<file path="src/rtl/rvfi_monitor.sv">
// rvfi_monitor: consumer-side checker for a hart's RVFI retirement stream.
//
// Every retirement packet is sampled. The monitor checks instruction order,
// PC continuity, x0 integrity, and that no packet arrives after halt.
// With RVFI_MONITOR_TRACE_EN defined, each accepted packet also pushes its
// {pc, insn} pair into a trace FIFO, which a valid/ready port drains.
// With the macro undefined, the trace outputs are tied to zero.
//
// Parameters:
//   DEPTH           trace FIFO entries (power of two, >= 2)
// Ports:
//   clk, rst        rising-edge clock, synchronous active-high reset
//   rvfi_*          retirement packet from the hart (no backpressure)
//   retired         count of accepted packets (64-bit wrap)
//   halted          sticky: a halt packet was accepted
//   err_flags       sticky errors [0] order [1] pc [2] x0 [3] valid after halt
//   err_order       rvfi_order of the packet that raised the first error
//   trace_valid/trace_ready/trace_pc/trace_insn  trace FIFO head port
//   trace_overflow  sticky: an accepted packet was dropped on a full FIFO
//
// Trace handshake: the head entry transfers on a rising edge where
// trace_valid && trace_ready. trace_valid never depends on trace_ready.
// trace_pc/trace_insn are stable while trace_valid is high and not taken.
module rvfi_monitor #(
  parameter int DEPTH = 8
) (
  input  logic        clk,
  input  logic        rst,
  input  logic        rvfi_valid,
  input  logic [63:0] rvfi_order,
  input  logic [31:0] rvfi_insn,
  input  logic        rvfi_trap,
  input  logic        rvfi_halt,
  input  logic [31:0] rvfi_pc_rdata,
  input  logic [31:0] rvfi_pc_wdata,
  input  logic [4:0]  rvfi_rd_addr,
  input  logic [31:0] rvfi_rd_wdata,
  output logic [63:0] retired,
  output logic        halted,
  output logic [3:0]  err_flags,
  output logic [63:0] err_order,
  output logic        trace_valid,
  input  logic        trace_ready,
  output logic [31:0] trace_pc,
  output logic [31:0] trace_insn,
  output logic        trace_overflow
);

  logic [63:0] exp_order;
  logic [31:0] exp_pc;
  logic        pc_known;
  logic        accept;
  logic [3:0]  new_err;

  // Trapped packets are checked and tracked exactly like normal ones.
  logic unused_trap;
  assign unused_trap = rvfi_trap;

  always_comb begin
    accept     = rvfi_valid && !halted;
    new_err    = 4'd0;
    new_err[0] = accept && (rvfi_order != exp_order);
    new_err[1] = accept && pc_known && (rvfi_pc_rdata != exp_pc);
    new_err[2] = accept && (rvfi_rd_addr == 5'd0) && (rvfi_rd_wdata != 32'd0);
    new_err[3] = rvfi_valid && halted;
  end

  always_ff @(posedge clk) begin
    if (rst) begin
      exp_order <= 64'd0;
      exp_pc    <= 32'd0;
      pc_known  <= 1'b0;
      retired   <= 64'd0;
      halted    <= 1'b0;
      err_flags <= 4'd0;
      err_order <= 64'd0;
    end else begin
      if (accept) begin
        // Resync on the observed order so that a single gap reports once.
        exp_order <= rvfi_order + 64'd1;
        exp_pc    <= rvfi_pc_wdata;
        pc_known  <= 1'b1;
        retired   <= retired + 64'd1;
        if (rvfi_halt) halted <= 1'b1;
      end
      err_flags <= err_flags | new_err;
      // Capture only on the first error. Later errors keep this value.
      if ((err_flags == 4'd0) && (new_err != 4'd0)) err_order <= rvfi_order;
    end
  end

`ifdef RVFI_MONITOR_TRACE_EN
  localparam int AW = $clog2(DEPTH);

  logic [63:0] mem [DEPTH];
  logic [AW:0] wr_ptr, rd_ptr, wr_next, rd_next;
  logic        full, pop, push;
  logic [63:0] head_next;

  always_comb begin
    full      = (wr_ptr[AW] != rd_ptr[AW]) && (wr_ptr[AW-1:0] == rd_ptr[AW-1:0]);
    pop       = trace_valid && trace_ready;
    // A pop in the same cycle frees a slot, so a full FIFO still accepts.
    push      = accept && (!full || pop);
    wr_next   = push ? wr_ptr + {{AW{1'b0}}, 1'b1} : wr_ptr;
    rd_next   = pop  ? rd_ptr + {{AW{1'b0}}, 1'b1} : rd_ptr;
    head_next = mem[rd_next[AW-1:0]];
    // Pushing into a FIFO that is empty after the pop: the new entry
    // becomes the head. Forward it because the memory write lands this edge.
    if (push && (wr_ptr[AW-1:0] == rd_next[AW-1:0])) begin
      head_next = {rvfi_pc_rdata, rvfi_insn};
    end
  end

  always_ff @(posedge clk) begin
    if (push) mem[wr_ptr[AW-1:0]] <= {rvfi_pc_rdata, rvfi_insn};
  end

  always_ff @(posedge clk) begin
    if (rst) begin
      wr_ptr         <= '0;
      rd_ptr         <= '0;
      trace_valid    <= 1'b0;
      trace_pc       <= 32'd0;
      trace_insn     <= 32'd0;
      trace_overflow <= 1'b0;
    end else begin
      wr_ptr      <= wr_next;
      rd_ptr      <= rd_next;
      trace_valid <= (wr_next != rd_next);
      if (wr_next != rd_next) {trace_pc, trace_insn} <= head_next;
      if (accept && full && !pop) trace_overflow <= 1'b1;
    end
  end
`else
  assign trace_valid    = 1'b0;
  assign trace_pc       = 32'd0;
  assign trace_insn     = 32'd0;
  assign trace_overflow = 1'b0;

  logic [32:0] unused_trace;
  assign unused_trace = {trace_ready, rvfi_insn};
`endif

endmodule

</file>
<file path="config.mk">
export PLATFORM = sky130hd
export DESIGN_NAME = rvfi_monitor
export DESIGN_NICKNAME = d
export VERILOG_FILES = /design/src/rtl/rvfi_monitor.sv
export SDC_FILE = /design/constraint.sdc
export NUM_CORES = 1
export LEC_CHECK = 0
export ABC_AREA = 1
export CORE_AREA = 10 10 192 194
export CTS_BUF_LIST = sky130_fd_sc_hd__clkbuf_2
export CTS_CLUSTER_DIAMETER = 40
export DETAILED_ROUTE_END_ITERATION = 8
export DIE_AREA = 0 0 202 204
export PLACE_DENSITY = 0.8
export SETUP_SLACK_MARGIN = 0.05
export SYNTH_ARGS = -nofsm -noshare
export SYNTH_HDL_FRONTEND = slang
export SYNTH_SLANG_ARGS = --single-unit
</file>
<file path="constraint.sdc">
create_clock -name clk -period 1.85 [get_ports clk]
set_input_delay 0.4625 -clock clk [delete_from_list [all_inputs] [get_ports clk]]
set_output_delay 0.4625 -clock clk [all_outputs]
set_load 0.005 [all_outputs]
</file>
==> results of run 1 <==
## final timing paths
kind	slack [ps]	cells after the start	to
worst max-delay path	-250	15	err_order[53]
worst max register to register	-250	15	err_order[53]
worst min-delay path	110	3	err_flags[1]
worst min register to register	480	2	pc_known
## metal layers
metal / share of wire [%] / vias up / GRT usage [%]
li1: - / 8682 / -
met1: 37 / 8558 / 30.7
met2: 49 / 995 / 48.4
met3: 9.2 / 237 / 7.16
met4: 4.7 / 2 / 10.8
met5: 0.022 / - / 0
## cell families after synthesis
| logic type | count (synthesis) | synth area share [%] |
|---|---|---|
| adders and majority gates | 2 | 0.179 |
| DFF | 230 | 33.0 |
| AOI/OAI and AO/OA | 305 | 11.5 |
| xor gates and xnor gates | 88 | 5.52 |
| other | 1 | 0.0269 |
| and+or+nand+nor | 1166 | 35.3 |
| buffers and inverters | 449 | 14.4 |
## power groups by stage
stage	registers, mW	clock network, mW	logic (mW)
2_1_floorplan	5.62	0	1.54
3_3_place_gp	5.63	0	2.93
3_5_place_dp	5.64	0	3.02
4_1_cts	5.56	3.99	3.17
5_1_grt	5.62	4.28	3.89
6_report	5.58	3.95	3.59
## worst min-delay path: cells and delay by family
| family | cells | cell delay [ps] |
|---|---|---|
| buf+inv | 2 | 340 |
| simple gates | 1 | 120 |
## cell usage in the layout (no fill, tap or decap), drive strengths merged, types with 3 or more instances in the layout
cell type      Yosys  layout
diode              0       3
o21ai            109     109
xor2              64      64
nor2             369     369
nor4              11      11
nand4             50      50
o31ai              3       3
xnor2             24      24
inv              304     306
nand3b             3       3
dfxtp            230     230
nand2            503     504
clkinv             0      17
nor3b              4       4
a21oi            165     165
o21a               5       5
dlymetal6s2s       0      16
buf               92     667
o221ai             3       3
clkdlybuf4s50      0     150
nor3              79      79
o211ai            12      12
nand3            144     144
clkbuf            53     100
conb               1      66
## layout make-up
cell class | instances | area [µm²]
antenna | 3 | 7.51
clock buffer | 94 | 470
clock inverter | 22 | 125
fill | 2532 | 9660
inverter | 304 | 1160
multi-input combinational | 1628 | 8540
sequential | 230 | 4860
tap | 448 | 561
timing repair buffer | 840 | 7730
## registers in the layout (all words and copies together) (netlist names)
register,flops
exp_pc,32
err_order,64
halted,1
pc_known,1
retired,64
err_flags,4
exp_order,64
## per-stage QoR
step	util (%)	area, µm²
global route	70.8	23500
CTS	66.2	21900
finish	70.8	23500
detailed placement	60.7	20100
floorplan	-	14300
global placement	60.7	20100
## timing repair
action,in CTS,in global routing
setup endpoints to repair,235,272
pin swaps,17,89
resized for setup,901,268
buffers inserted,86,54
cloned,2,8
==> impl_metrics.ini, run 1 <==
[worst_setup_path]
crit_path_cell_trace = inv_1 > nand2_1 > nand2_1 > nor2_1 > nand2_1 > nor2_2 > nand2_1 > nor2_1 > nand2_1 > nand2_4 > nand2_8 > buf_12 > clkbuf_16 > a21oi_2 > nor2_1
path_max_fanout = 6
path_buf_inv = 3
cp_slowest_cell = dfxtp_2
critPathMostFrequentCell = nand2_1
critical_path_arrival_ps = 2810
cp-startpoint = exp_order[8]
critPathKind = reg2reg
path_delay_family = simple AND/OR/NAND/NOR gates
worstPathRequired_ps = 2560
worstSetupStartpointType = flop
end_kind = flop
reg2reg_from = exp_order[8]
max_stage_delay_ps = 360

[pwr]
power_density_nw_per_um2 = 559
p_total_mw = 13.1
p_sw_mw = 4.46
p_seq_share_pct = 42.5
internal-power_mw = 8.65
clockPowerShare_pct = 30.1
power_frac_comb_pct = 27.4
swShare_pct = 34.0
vdd_drop_max_mv = 0.462
leakage_nw = 11.3

[cts]
cts.hold.buffers_added = 0
clock_sinks = 230
cts_tree = done
numCtsBuffers = 69
path_clk_slew_ps = 120
clk_latency_ps = 880
h-tree-depth = 3
clockRootBuffer = clkbuf_2
clk_path_buf_depth = 3

[drt]
drtAntennaViolNets = 0
num_vias = 18474
drc = 0
wl_per_cell_um = 18.1
wirelength_um = 64700
drt_iter0_drc = 1520
first_pass_iters = 6
via_per_inst = 5.18

[sta]
fin_crit_sh_pct = 114
post-route-min-period_ps = 2100
timing.final.hold_violations = 0
rsz0062_at_grt = true
skew_ps = 84.5
fmax_mhz = 475
whs_ps = 107
tns_ps = -16050
slew_headroom_pct = 45.7
finalMaxSlewViolations = 0
worst_slew_pin_slew_ps = 808
finalSetupViolations = 116
finalWorstSetupSlack_ps = -254

[yosys]
ys_types = 42
synth.top_cell.area_share_pct = 33.0
yosysTopAreaCell = dfxtp_1
ys_async_sr_fraction_pct = 0
yosysWarnings = 0
synth-edff-count = 0
syn_area_per_cell_um2 = 6.23
synth.most_common_cell = nand2_1
synth_flop_cell = dfxtp_1
syn_inst = 2241
ys_ff_latch = 230
synth_common_cells = nand2_1, nor2_1, inv_1
netlist_area_um2 = 14000
yosysSeqAreaShare_pct = 33.0
synth.area.top_cells = dfxtp_1, nand2_1, nor2_1

[global_route]
grt_max_degree = 65
antenna_found_initial = 4
grt_pass1_wl_um = 91700
grt-ovfl-total = 0
grt_pass1_vias = 17667
grt_usage_pct = 27.3

[outcome]
status = finished, violations left
violations = setup timing

[placed_design]
portBuffers = 301
hpwlAfterDp_um = 43600
place_inst = 3307
globalplace.congestion = 0.994
dp_worst_setup_slack_ps = -935

[worst_hold_path]
worstHoldStart = rst
hp-class = in2reg

[floorplanning]
core-area_um2 = 33100
dieHeight_um = 204
num_rows = 67
dieArea_um2 = 41200
die_w_um = 202
start_util_pct = 42.2
io_pins = 402

[finish]
finalNonFillerCells = 3569
area_growth_pct = 68.0
layout-drive-gt1-share_pct = 36.4
num-nets-final = 3278

[run]
maxCapViolCount = 0
No activity file was read; power rests on OpenSTA's default activity.
==> run 2: changes to the inputs <==
==> constraint.sdc (replaced) <==
create_clock -name clk -period 1.85 [get_ports clk]
set_input_delay 0.4625 -clock clk [delete_from_list [all_inputs] [get_ports clk]]
set_output_delay 0.4625 -clock clk [all_outputs]
set_load 0.1 [all_outputs]
==> impl_metrics.ini, run 2 (same netlist as run 1, synthesis figures left out) <==
[global_route]
grt-ovfl-total = 0
antenna_found_initial = 3
grt_pass1_vias = 18307
grt_usage_pct = 29.0
grt_pass1_wl_um = 97000
grt_max_degree = 73

[cts]
clockRootBuffer = clkbuf_2
clk_path_buf_depth = 3
path_clk_slew_ps = 130
numCtsBuffers = 67
clk_latency_ps = 920
h-tree-depth = 3
clock_sinks = 230
cts_tree = done

[run]
maxCapViolCount = 0

[sta]
finalMaxSlewViolations = 0
skew_ps = 78.2
worst_slew_pin_slew_ps = 685
finalSetupViolations = 227
timing.final.hold_violations = 0
finalWorstSetupSlack_ps = -288
fin_crit_sh_pct = 116
rsz0062_at_grt = true
slew_headroom_pct = 54.0
post-route-min-period_ps = 2140
fmax_mhz = 468

[floorplanning]
die_w_um = 202
io_pins = 402
core-area_um2 = 33100
dieHeight_um = 204
num_rows = 67
dieArea_um2 = 41200
start_util_pct = 42.2

[drt]
first_pass_iters = 6
num_vias = 18841
drt_iter0_drc = 1755
drc = 0
wirelength_um = 67500
wl_per_cell_um = 19.0
via_per_inst = 5.29
drtAntennaViolNets = 0

[finish]
area_growth_pct = 81.4
final_cell_area_um2 = 25300
multi_input_comb_area_um2 = 8910
reg_top3 = err_order: 64 flops, exp_order: 64 flops, retired: 64 flops
layout_commonest_cell = nand2_1
num-nets-final = 3270
layout.cells.most_common_list = nand2_1, buf_4, nor2_1
seq_area_um2 = 5020
layout-drive-gt1-share_pct = 39.3
fin_util_pct = 76.5
num-fill-cells = 2206

[worst_setup_path]
ff2ff_setup_slack_ps = -290
critical_path_arrival_ps = 2890
end_kind = flop
worstPathRequired_ps = 2600
critPathKind = reg2reg
worstSetupStartpointType = flop
path_max_fanout = 3

[pwr]
p_seq_share_pct = 35.3
leakage_nw = 11.6
swShare_pct = 41.9
vdd_drop_max_mv = 0.552
clockPowerShare_pct = 24.1
power_density_nw_per_um2 = 627
p_total_mw = 15.9
internal-power_mw = 9.22
power_frac_comb_pct = 40.6
p_sw_mw = 6.66

[placed_design]
hpwlAfterDp_um = 44000
place_area_um2 = 21500
portBuffers = 301
dp_worst_setup_slack_ps = -956
globalplace.congestion = 1.01

[outcome]
status = finished, violations left
violations = setup timing

[worst_hold_path]
hp-class = in2reg
-- run 2: cell types whose count changed in the layout (fill, tap and decap cells not counted), sizes merged --
cell,change
dlymetal6s2s,-11
clkbuf,+2
buf,-2
clkinvlp,-2
dlygate4sd3,+1
bufinv,-1
nand2,-1
clkinv,-4
clkdlybuf4s50,+11
-- run 2: through the flow --
step | TNS [ps] | instances | hold WS (ps)
2_1_floorplan | -142 | 2306 | 436
3_3_place_gp | -113540 | 3258 | 445
3_5_place_dp | -123450 | 3258 | 450
4_1_cts | -20820 | 3530 | 19.5
5_1_grt | -40710 | 3562 | 29.5
6_report | -24450 | 3562 | 56.1
-- run 2: area by class of cell --
type / count / area share (%)
flip-flops and latches: 230 / 19.8
well taps: 448 / 2.21
multi-input cells: 1627 / 35.2
clock buffers: 100 / 1.98
repair buffers: 835 / 35.9
clock inverters: 15 / 0.247
inverters: 304 / 4.58
diodes: 3 / 0.0296
-- run 2: power groups by stage --
stage / Combinational, mW / Clock, mW / Sequential (mW)
global route: 6.75 / 4.17 / 5.65
CTS: 6.09 / 3.84 / 5.59
floorplan: 2.21 / 0 / 6.93
detailed placement: 5.38 / 0 / 5.72
finish: 6.44 / 3.83 / 5.61
global placement: 5.27 / 0 / 5.70
-- run 2: what timing repair did --
item	CTS	global route
pin swaps	42	103
setup buffers	142	40
hold endpoints to repair	0	1
cloned	15	2
hold buffers	0	1
resized for setup	241	255
endpoints found under the setup margin	212	282
-- run 2: worst paths after layout --
path                                  from           to  depth (start not counted)
worst max-delay path            retired[1]  retired[52]                         12
worst min-delay path                   rst   exp_pc[14]                          4
worst max register to register  retired[1]  retired[52]                         12
worst min register to register    pc_known     pc_known                          2
-- run 2: critical path, cell delays in order, from the launching register on --
cell and delay (ps):
dfxtp_4 380, buf_6 110, ha_4 150, inv_4 50, nor3_4 190, nand2_2 110
nor2_4 100, nand4_1 190, nor3_2 210, buf_4 200, nand3_4 90, o21ai_2 130
nor2_1 60
-- run 2: routing by layer --
metal	part of all wire, %	vias up	track usage (%)
li1	-	8685	-
met1	38	8752	34.4
met2	47	1115	48.5
met3	9.7	287	7.05
met4	5.6	2	14.0
met5	0.019	-	0
